File: config.mk
export PLATFORM = sky130hd
export DESIGN_NAME = data_cache
export DESIGN_NICKNAME = d
export VERILOG_FILES = /design/src/rtl/cache_pkg.sv /design/src/rtl/dcache_line_store.sv /design/src/rtl/data_cache.sv
export SDC_FILE = /design/constraint.sdc
export NUM_CORES = 1
export LEC_CHECK = 0
export CORE_UTILIZATION = 55
export DETAILED_ROUTE_END_ITERATION = 8
export DONT_BUFFER_PORTS = 1
export GPL_TIMING_DRIVEN = 0
export PLACE_DENSITY = 0.7
export SKIP_CTS_REPAIR_TIMING = 1
export SKIP_LAST_GASP = 1
export SLEW_MARGIN = 10
export SYNTH_ARGS = -nofsm -noshare
export SYNTH_HDL_FRONTEND = slang
export SYNTH_SLANG_ARGS = --single-unit
File: constraint.sdc
create_clock -name Clk -period 4.24 [get_ports Clk]
set_clock_uncertainty 0.05 [all_clocks]
set_input_delay 0.424 -clock Clk [delete_from_list [all_inputs] [get_ports Clk]]
set_output_delay 0.424 -clock Clk [all_outputs]
set_load 0.03 [all_outputs]
File: src/rtl/cache_pkg.sv
// Shared state encoding and address-split widths for the direct-mapped data cache.
package cache_pkg;

   typedef enum logic [1:0] {
      IDLE,
      WRITE_THRU,
      FILL,
      STORE_DONE
   } cache_state_t;

   function automatic int unsigned offset_bits(input int unsigned block_size);
      return $clog2(block_size);
   endfunction

   function automatic int unsigned index_bits(input int unsigned sets);
      return $clog2(sets);
   endfunction

   localparam int unsigned DEF_SETS       = 8;
   localparam int unsigned DEF_BLOCK_SIZE = 4;
   localparam int unsigned OFFSET_BITS    = offset_bits(DEF_BLOCK_SIZE);
   localparam int unsigned INDEX_BITS     = index_bits(DEF_SETS);
   localparam int unsigned TAG_BITS       = 30 - OFFSET_BITS - INDEX_BITS;

endpackage

File: src/rtl/dcache_line_store.sv
// Tag, valid and data arrays: combinational read, word or block write, async valid clear.
module dcache_line_store
   import cache_pkg::*;
#(
   parameter int unsigned SETS       = DEF_SETS,
   parameter int unsigned BLOCK_SIZE = DEF_BLOCK_SIZE
) (
   input  logic                                                  Clk,
   input  logic                                                  Rst,
   input  logic [index_bits(SETS)-1:0]                           rd_index,
   input  logic [offset_bits(BLOCK_SIZE)-1:0]                    rd_offset,
   output logic                                                  rd_valid,
   output logic [30-offset_bits(BLOCK_SIZE)-index_bits(SETS)-1:0] rd_tag,
   output logic [31:0]                                           rd_word,
   input  logic                                                  word_we,
   input  logic [index_bits(SETS)-1:0]                           word_index,
   input  logic [offset_bits(BLOCK_SIZE)-1:0]                    word_offset,
   input  logic [31:0]                                           word_data,
   input  logic                                                  block_we,
   input  logic [index_bits(SETS)-1:0]                           block_index,
   input  logic [30-offset_bits(BLOCK_SIZE)-index_bits(SETS)-1:0] block_tag,
   input  logic [32*BLOCK_SIZE-1:0]                              block_data
);

   localparam int unsigned OW = offset_bits(BLOCK_SIZE);
   localparam int unsigned TW = 30 - OW - index_bits(SETS);

   logic [SETS-1:0] valid_q;
   logic [TW-1:0]   tag_q  [SETS];
   logic [31:0]     data_q [SETS][BLOCK_SIZE];

   always_ff @(posedge Clk or posedge Rst) begin
      if (Rst)
         valid_q <= '0;
      else if (block_we)
         valid_q[block_index] <= 1'b1;
   end

   // Payload arrays carry no reset; the valid bits alone gate their use.
   always_ff @(posedge Clk) begin
      if (block_we) begin
         tag_q[block_index] <= block_tag;
         for (int unsigned w = 0; w < BLOCK_SIZE; w++)
            data_q[block_index][w[OW-1:0]] <= block_data[32*w +: 32];
      end else if (word_we) begin
         data_q[word_index][word_offset] <= word_data;
      end
   end

   assign rd_valid = valid_q[rd_index];
   assign rd_tag   = tag_q[rd_index];
   assign rd_word  = data_q[rd_index][rd_offset];

endmodule

File: src/rtl/data_cache.sv
// Direct-mapped write-through, write-allocate data cache with fill/write-through handshake to memory.
module data_cache
   import cache_pkg::*;
#(
   parameter int unsigned SETS       = DEF_SETS,
   parameter int unsigned BLOCK_SIZE = DEF_BLOCK_SIZE
) (
   input  logic                      Clk,
   input  logic                      Rst,
   input  logic [31:0]               Address,
   input  logic                      MemRead,
   input  logic                      MemWrite,
   input  logic [31:0]               Write_data,
   output logic [31:0]               Read_data,
   output logic                      Stall,
   output logic [31:0]               MemAddress,
   output logic                      MemReadMiss,
   output logic                      MemWriteThrough,
   output logic [31:0]               MemWrite_data,
   input  logic [32*BLOCK_SIZE-1:0]  MemRead_data,
   input  logic                      MemReadReady,
   input  logic                      MemWriteReady
);

   localparam int unsigned OW = offset_bits(BLOCK_SIZE);
   localparam int unsigned IW = index_bits(SETS);
   localparam int unsigned TW = 30 - OW - IW;

   cache_state_t state, state_next;

   logic [31:2]   lat_addr;
   logic [31:0]   lat_data;
   logic          lat_miss, lat_store;
   logic          accept, hit, word_we, block_we;
   logic          rd_valid;
   logic [TW-1:0] rd_tag;
   logic [31:0]   rd_word;
   logic          addr_lsb_unused;

   assign addr_lsb_unused = ^Address[1:0];

   dcache_line_store #(
      .SETS       (SETS),
      .BLOCK_SIZE (BLOCK_SIZE)
   ) u_lines (
      .Clk         (Clk),
      .Rst         (Rst),
      .rd_index    (Address[OW+IW+1:OW+2]),
      .rd_offset   (Address[OW+1:2]),
      .rd_valid    (rd_valid),
      .rd_tag      (rd_tag),
      .rd_word     (rd_word),
      .word_we     (word_we),
      .word_index  (lat_addr[OW+IW+1:OW+2]),
      .word_offset (lat_addr[OW+1:2]),
      .word_data   (lat_data),
      .block_we    (block_we),
      .block_index (lat_addr[OW+IW+1:OW+2]),
      .block_tag   (lat_addr[31:OW+IW+2]),
      .block_data  (MemRead_data)
   );

   assign hit = rd_valid && (rd_tag == Address[31:OW+IW+2]);

   always_comb begin
      state_next      = state;
      accept          = 1'b0;
      word_we         = 1'b0;
      block_we        = 1'b0;
      Stall           = 1'b0;
      Read_data       = '0;
      MemReadMiss     = 1'b0;
      MemWriteThrough = 1'b0;
      MemAddress      = '0;
      MemWrite_data   = '0;
      unique case (state)
         IDLE: begin
            if (MemWrite) begin
               Stall      = 1'b1;
               accept     = 1'b1;
               state_next = WRITE_THRU;
            end else if (MemRead) begin
               if (hit) begin
                  Read_data = rd_word;
               end else begin
                  Stall      = 1'b1;
                  accept     = 1'b1;
                  state_next = FILL;
               end
            end
         end
         WRITE_THRU: begin
            Stall           = 1'b1;
            MemWriteThrough = 1'b1;
            MemAddress      = {lat_addr, 2'b00};
            MemWrite_data   = lat_data;
            if (MemWriteReady) begin
               // A store miss skips the word update: the fill returns memory already holding it.
               if (lat_miss) begin
                  state_next = FILL;
               end else begin
                  word_we    = 1'b1;
                  state_next = STORE_DONE;
               end
            end
         end
         FILL: begin
            Stall       = 1'b1;
            MemReadMiss = 1'b1;
            MemAddress  = {lat_addr[31:OW+2], {(OW+2){1'b0}}};
            if (MemReadReady) begin
               block_we   = 1'b1;
               state_next = lat_store ? STORE_DONE : IDLE;
            end
         end
         STORE_DONE: state_next = IDLE;
         default:    state_next = IDLE;
      endcase
   end

   always_ff @(posedge Clk or posedge Rst) begin
      if (Rst) begin
         state     <= IDLE;
         lat_addr  <= '0;
         lat_data  <= '0;
         lat_miss  <= 1'b0;
         lat_store <= 1'b0;
      end else begin
         state <= state_next;
         if (accept) begin
            lat_addr  <= Address[31:2];
            lat_data  <= Write_data;
            lat_miss  <= ~hit;
            lat_store <= MemWrite;
         end
      end
   end

endmodule

==> flow_summary.json, run 1 <==
{
  "dpl.hpwl_mm": 97.1,
  "antenna_found_initial": 21,
  "final_util": 0.661,
  "ff2ff_setup_slack_ns": -0.06,
  "power_frac_comb": 0.155,
  "coreArea_um2": 93300,
  "cts_max_level": 4,
  "tns_ns": -9.32,
  "gp_congestion": 0.866,
  "r2r_start": "state[0]$_DFFE_PP0P_",
  "critPathLaunchType": "primary input",
  "rows": 112,
  "totalPowerFinal_mw": 33.2,
  "via_per_inst": 6.53,
  "setup_violations": 237,
  "fmax_ghz": 0.222,
  "n_fill_cell": 5900,
  "hold_violations": 8,
  "grt_pass1_wl_mm": 195,
  "drc": 0,
  "start_util": 0.555,
  "fin_crit_ns": 4.51,
  "required_ns": 3.77,
  "violations": "negative hold slack, negative setup slack",
  "cp-startpoint": "Address[4]",
  "die_y_um": 309,
  "multiInputGateArea_um2": 13200,
  "drive_gt1_frac": 0.347,
  "grt.total_usage": 0.300,
  "power_frac_seq": 0.510,
  "first_pass_iters": 7,
  "powerDensity_nw_per_um2": 538,
  "numCtsBuffers": 134,
  "status": "finished with violations",
  "vias": 26900,
  "synth_edf_count": 1224,
  "critPathCapture": "Read_data[28]",
  "dpl_cell_area_um2": 54600,
  "period_share": 1.06,
  "final_common_cell": "edfxtp_1",
  "cp.arrival_ns": 4.04,
  "final_cell_mix": "edfxtp_1 (1224), mux4_2 (346), mux2_2 (186)",
  "yosysWarnings": 0,
  "cpMostUsedCell": "buf_12",
  "dieArea_um2": 95400,
  "cellLeakagePower_nw": 20.0,
  "finalInstanceArea_um2": 61700,
  "grt_pass1_vias": 25900,
  "cts_buffer_depth": 3,
  "drtIter0Drc": 3817,
  "critPathSlowestCell": "or4_4",
  "worst_pin_slew_ns": 1.16,
  "slowest_delay_ns": 0.58,
  "syn_inst": 2352,
  "clock-sinks": 1298,
  "worstSetupPathType": "primary input to output pin",
  "die_w_um": 309,
  "post_drt_wl_per_cell_um": 35.1,
  "p_clk_frac": 0.335,
  "ant_nets": 0,
  "pin_count": 297,
  "synth_area_um2": 51800,
  "synth.avg_cell_area_um2": 22.0,
  "syn2layout_area_growth_pct": 19.1,
  "cts_tree": "built",
  "slew_headroom": 0.229,
  "ys_async_sr_fraction": 0.0570,
  "routed_wl_mm": 145,
  "numPortBuffers": 0,
  "slew_violations": 0,
  "whs_ns": -0.00646,
  "path_cells": "buf_2 > buf_4 > mux4_2 > mux2i_1 > xor2_1 > nand2_1 > nor4_4 > nand3_1 > or4_4 > buf_12 > buf_12 > nor2_4",
  "min_path_type": "primary input to flip-flop",
  "grt_max_degree": 56,
  "overflow": 0,
  "peakVddDrop_mv": 0.568,
  "root_buffer": "clkbuf_16",
  "synthFlopType": "edfxtp_1",
  "drv_cap": 0,
  "path_clk_slew_ns": 0.06,
  "final.setup.worst_slack_ns": -0.273,
  "rsz0062_at_grt": "true",
  "synth_seq_cells": 1298,
  "ys_seq_area_frac": 0.746,
  "power.switching_mw": 9.50,
  "internal_power_mw": 23.7,
  "nets": 2949,
  "rr_worst_depth": 9,
  "regArea_um2": 38600,
  "switching_share": 0.286,
  "rr_endpoint": "u_lines.data_q[1][17]$_DFFE_PP_",
  "ys_types": 47,
  "worst_setup_path_end_kind": "output pin",
  "cp_max_fo": 10,
  "clk_latency_ns": 0.75
}
-- synthesized netlist by cell type (2+ instances only) --
cell type  number  area, um^2
edfxtp_1     1224       36800
mux4_2        346        7790
mux2_2        186        2090
mux2i_1        94         941
nor2_1         80         300
dfrtp_1        74        1850
clkbuf_1       71         267
and2_1         65         407
buf_1          33         124
a22oi_1        23         173
nand2_1        21        78.8
buf_2          14        70.1
xor2_1         11        96.3
xnor2_1        10        87.6
or2_2           8        50.1
inv_1           7        26.3
a21oi_1         6        30.0
buf_6           6        67.6
mux2_1          6        67.6
nand3b_1        6        45.0
nor2b_1         6        37.5
buf_4           5        37.5
nand3_1         5        25.0
o21ai_0         5        25.0
ha_1            4        50.1
nor4_1          4        25.0
a22o_1          3        26.3
and3_1          3        18.8
nor3b_1         3        22.5
a211o_1         2        17.5
a21bo_2         2        20.0
nand2b_1        2        12.5
or3_1           2        12.5
or4_1           2        15.0
-- registers in the layout, indices dropped and copies added, names as in the netlist --
name and flops:
lat_data 32, u_lines.data_q 1024, lat_addr 30, u_lines.valid_q 8, state 2, lat_store 1
u_lines.tag_q 200, lat_miss 1
-- per-layer routing --
layer / routed length, um / track usage / part of all wire
met1: 51000 / 0.393 / 0.35
met2: 71200 / 0.482 / 0.49
met3: 17500 / 0.0963 / 0.12
met4: 4790 / 0.0980 / 0.033
met5: 87 / 0 / 0.00060
-- cells by family (layout without fill, tap and decap cells) --
group	Yosys count	after routing	synth area share
simple gates	214	214	0.0214
xor+xnor	21	21	0.00355
fa+ha+maj	4	4	0.000967
buf+inv	136	635	0.0114
flops	1298	1298	0.746
compound gates	46	46	0.00665
other cells	1	11	0.0000724
mux	632	632	0.210
-- stage by stage --
stage	hold WS (ns)	setup WS [ns]	cells
floorplan	0.384	0.242	2353
global placement	0.397	-2.72	3607
detailed placement	0.299	-1.49	3649
CTS	-0.497	-1.52	3890
global route	0.00247	-0.338	4108
finish	-0.00646	-0.273	4115
-- worst min-delay path by stage --
stage | startpoint | endpoint | slack [ns] | depth (start not counted)
2_1_floorplan | u_lines.valid_q[2]$_DFFE_PP0P_ | u_lines.valid_q[2]$_DFFE_PP0P_ | 0.38 | 1
3_3_place_gp | u_lines.valid_q[7]$_DFFE_PP0P_ | u_lines.valid_q[7]$_DFFE_PP0P_ | 0.40 | 1
3_5_place_dp | Rst | lat_data[9]$_DFFE_PP0P_ | 0.30 | 1
4_1_cts | Rst | lat_data[11]$_DFFE_PP0P_ | -0.50 | 1
5_1_grt | MemRead_data[6] | u_lines.data_q[0][102]$_DFFE_PP_ | 0.002 | 1
6_report | MemRead_data[112] | u_lines.data_q[4][16]$_DFFE_PP_ | -0.006 | 1
-- power by group through the flow --
| stage | clock network [mW] | logic [mW] | registers (mW) |
|---|---|---|---|
| 2_1_floorplan | 0 | 3.05 | 16.4 |
| 3_3_place_gp | 0 | 4.23 | 17.1 |
| 3_5_place_dp | 0 | 4.72 | 17.1 |
| 4_1_cts | 11.2 | 4.75 | 16.9 |
| 5_1_grt | 11.7 | 5.33 | 17.0 |
| 6_report | 11.1 | 5.14 | 16.9 |
-- area by class of cell --
type,instances,share of cell area
Antenna cell,9,0.000365
Sequential cell,1298,0.626
Inverter,7,0.000466
Clock inverter,69,0.00907
Multi-Input combinational cell,919,0.215
Timing Repair Buffer,260,0.0543
Tap cell,1254,0.0254
Buffer,127,0.0121
Clock buffer,172,0.0578
-- critical path: cells and delay by family --
kind,cells,cell delay (ns)
xor gates and xnor gates,1,0.17
buffers and inverters,4,0.98
muxes,2,0.86
and+or+nand+nor,5,1.55
(Power assumes the default switching activity.)
==> run 2: changes to the inputs <==
Settings changed: SETUP_SLACK_MARGIN set to 0.1, SLEW_MARGIN 10 to 20.
==> run 2 against run 1 <==
  * Count of clock-buffer cells in the layout fell by 3
  * Cell area up 0.88%
  * Final cell count up 0.80%
  * Worst setup slack got worse by 0.0074 ns
  * Critical path depth fell by 4
  * Utilization increased by 0.58 points
  * The flow still finishes with violations (negative hold slack, negative setup slack)
  * Sequential share of layout area down 0.55 points
  * Largest power group unchanged
  * Combinational power increased by 2%
  * Clock power grew 4%
  * Critical endpoint is now Read_data[7]
==> flow_summary.json, run 2 (synthesis gave the netlist of run 1 again) <==
{
  "powerDensity_nw_per_um2": 541,
  "violations": "negative hold slack, negative setup slack",
  "rr_worst_depth": 9,
  "critPathLaunchType": "flip-flop",
  "antenna_found_initial": 19,
  "grt_pass1_wl_mm": 196,
  "numPlacedInstances": 3654,
  "rows": 112,
  "slew_violations": 0,
  "die_y_um": 309,
  "cpMostUsedCell": "buf_12",
  "final.setup.worst_slack_ns": -0.280,
  "fin_crit_ns": 4.52,
  "hp-start": "MemRead_data[18]",
  "gp_congestion": 0.866,
  "via_per_inst": 6.47,
  "fmax_ghz": 0.221,
  "routed_wl_mm": 146,
  "r2r_start": "state[0]$_DFFE_PP0P_",
  "coreArea_um2": 93300,
  "crit_family": "simple AND/OR/NAND/NOR gates",
  "stdcell_count": 4148,
  "pin_count": 297,
  "min_path_type": "primary input to flip-flop",
  "clk_latency_ns": 0.75,
  "max_flop_register": "u_lines.data_q",
  "worst_setup_path_end_kind": "output pin",
  "top_layer": "met5",
  "cp.arrival_ns": 4.05,
  "status": "finished with violations",
  "final_cell_mix": "edfxtp_1 (1224), mux4_2 (346), mux2_2 (186)",
  "whs_ns": -0.0102,
  "hold_violations": 18,
  "cts_buffer_depth": 3,
  "ant_nets": 0,
  "path_cells": "mux4_2 > mux2i_2 > xor2_1 > or4b_2 > or4_4 > buf_12 > buf_12 > nor2_4",
  "period_share": 1.07,
  "grt.total_usage": 0.303,
  "setup_violations": 62,
  "first_pass_iters": 5,
  "slew_headroom": 0.252,
  "rsz0062_at_grt": "true",
  "hold_depth": 1,
  "grt_max_degree": 56,
  "syn2layout_area_growth_pct": 20.2,
  "clock-sinks": 1298,
  "overflow": 0,
  "cts_max_level": 4,
  "largest_reg_flops": 1024,
  "dieArea_um2": 95400,
  "nets": 2978,
  "final_common_cell": "edfxtp_1",
  "required_ns": 3.77,
  "die_w_um": 309,
  "critPathSlowestCell": "or4b_2",
  "post_drt_wl_per_cell_um": 35.2,
  "worst_pin_slew_ns": 1.12,
  "dr_wl_met3_mm": 17.3,
  "rr_endpoint": "u_lines.data_q[5][35]$_DFFE_PP_",
  "drive_gt1_frac": 0.357,
  "drc": 0,
  "critPathBufInv": 2,
  "numCtsBuffers": 132,
  "worstSetupPathType": "flip-flop to output pin",
  "slowest_delay_ns": 0.69,
  "m1WireLength_mm": 52.0,
  "ff2ff_setup_slack_ns": -0.03,
  "grt_pass1_vias": 25900,
  "drtIter0Drc": 3312,
  "path_clk_slew_ns": 0.06,
  "tns_ns": -7.40,
  "top_regs": "u_lines.data_q (1024), u_lines.tag_q (200), lat_data (32)",
  "start_util": 0.555,
  "numPortBuffers": 0,
  "root_buffer": "clkbuf_16",
  "peakVddDrop_mv": 0.516,
  "whs_endpoint": "u_lines.data_q[3][114]$_DFFE_PP_",
  "routed-wl-met2_mm": 71.7,
  "cts_tree": "built",
  "cp_max_fo": 10,
  "dpl.hpwl_mm": 97.9,
  "vias": 26800,
  "cellLeakagePower_nw": 20.3,
  "drv_cap": 0
}
## run 2: cell count changes in the layout (fill, tap and decap cells not counted), moves of 3 or more
cell	change
buf_4	+18
buf_16	+13
bufinv_16	+7
clkbuf_2	+7
clkbuf_4	-7
buf_12	-6
clkbuf_1	-6
buf_2	+5
clkinv_2	+3
inv_16	-3
## run 2: area by class of cell
cell class / count / area [um^2]
Tap cell: 1254 / 1570
Clock buffer: 169 / 3620
Timing Repair Buffer: 289 / 3710
Fill cell: 5838 / 31100
Sequential cell: 1298 / 38600
Clock inverter: 72 / 657
Buffer: 129 / 747
Multi-Input combinational cell: 919 / 13300
Antenna cell: 11 / 27.5
Inverter: 7 / 31.3
## run 2: how the worst max path moves through the flow
stage | cells past startpoint | slack (ns) | end | startpoint
floorplan | 11 | 0.24 | Read_data[10] | Address[4]
global placement | 8 | -2.72 | u_lines.data_q[2][116]$_DFFE_PP_ | state[0]$_DFFE_PP0P_
detailed placement | 12 | -1.49 | Read_data[28] | Address[5]
CTS | 12 | -1.53 | Read_data[28] | Address[5]
global route | 10 | -0.31 | Read_data[7] | u_lines.tag_q[7][20]$_DFFE_PP_
finish | 8 | -0.28 | Read_data[7] | u_lines.tag_q[4][1]$_DFFE_PP_
## run 2: power by group
part	internal, mW	total [mW]	switching (mW)
logic	1.93	5.24	3.31
registers	15.6	16.9	1.30
clock network	6.66	11.5	4.85
## run 2: routing by layer
layer,vias up,global-route usage
li1,10700,-
met1,14200,0.395
met2,1714,0.481
met3,237,0.101
met4,12,0.111
met5,-,0
## run 2: through the flow
| stage | setup slack (ns) | hold WS, ns | utilization | instance area, um^2 | total power, mW |
|---|---|---|---|---|---|
| floorplan | 0.242 | 0.384 | - | 51800 | 19.4 |
| global placement | -2.72 | 0.397 | 0.572 | 53400 | 21.4 |
| detailed placement | -1.49 | 0.242 | 0.587 | 54800 | 21.9 |
| CTS | -1.53 | -0.555 | 0.633 | 59100 | 33.2 |
| global route | -0.315 | -0.00415 | 0.667 | 62200 | 34.5 |
| finish | -0.280 | -0.0102 | 0.667 | 62200 | 33.7 |
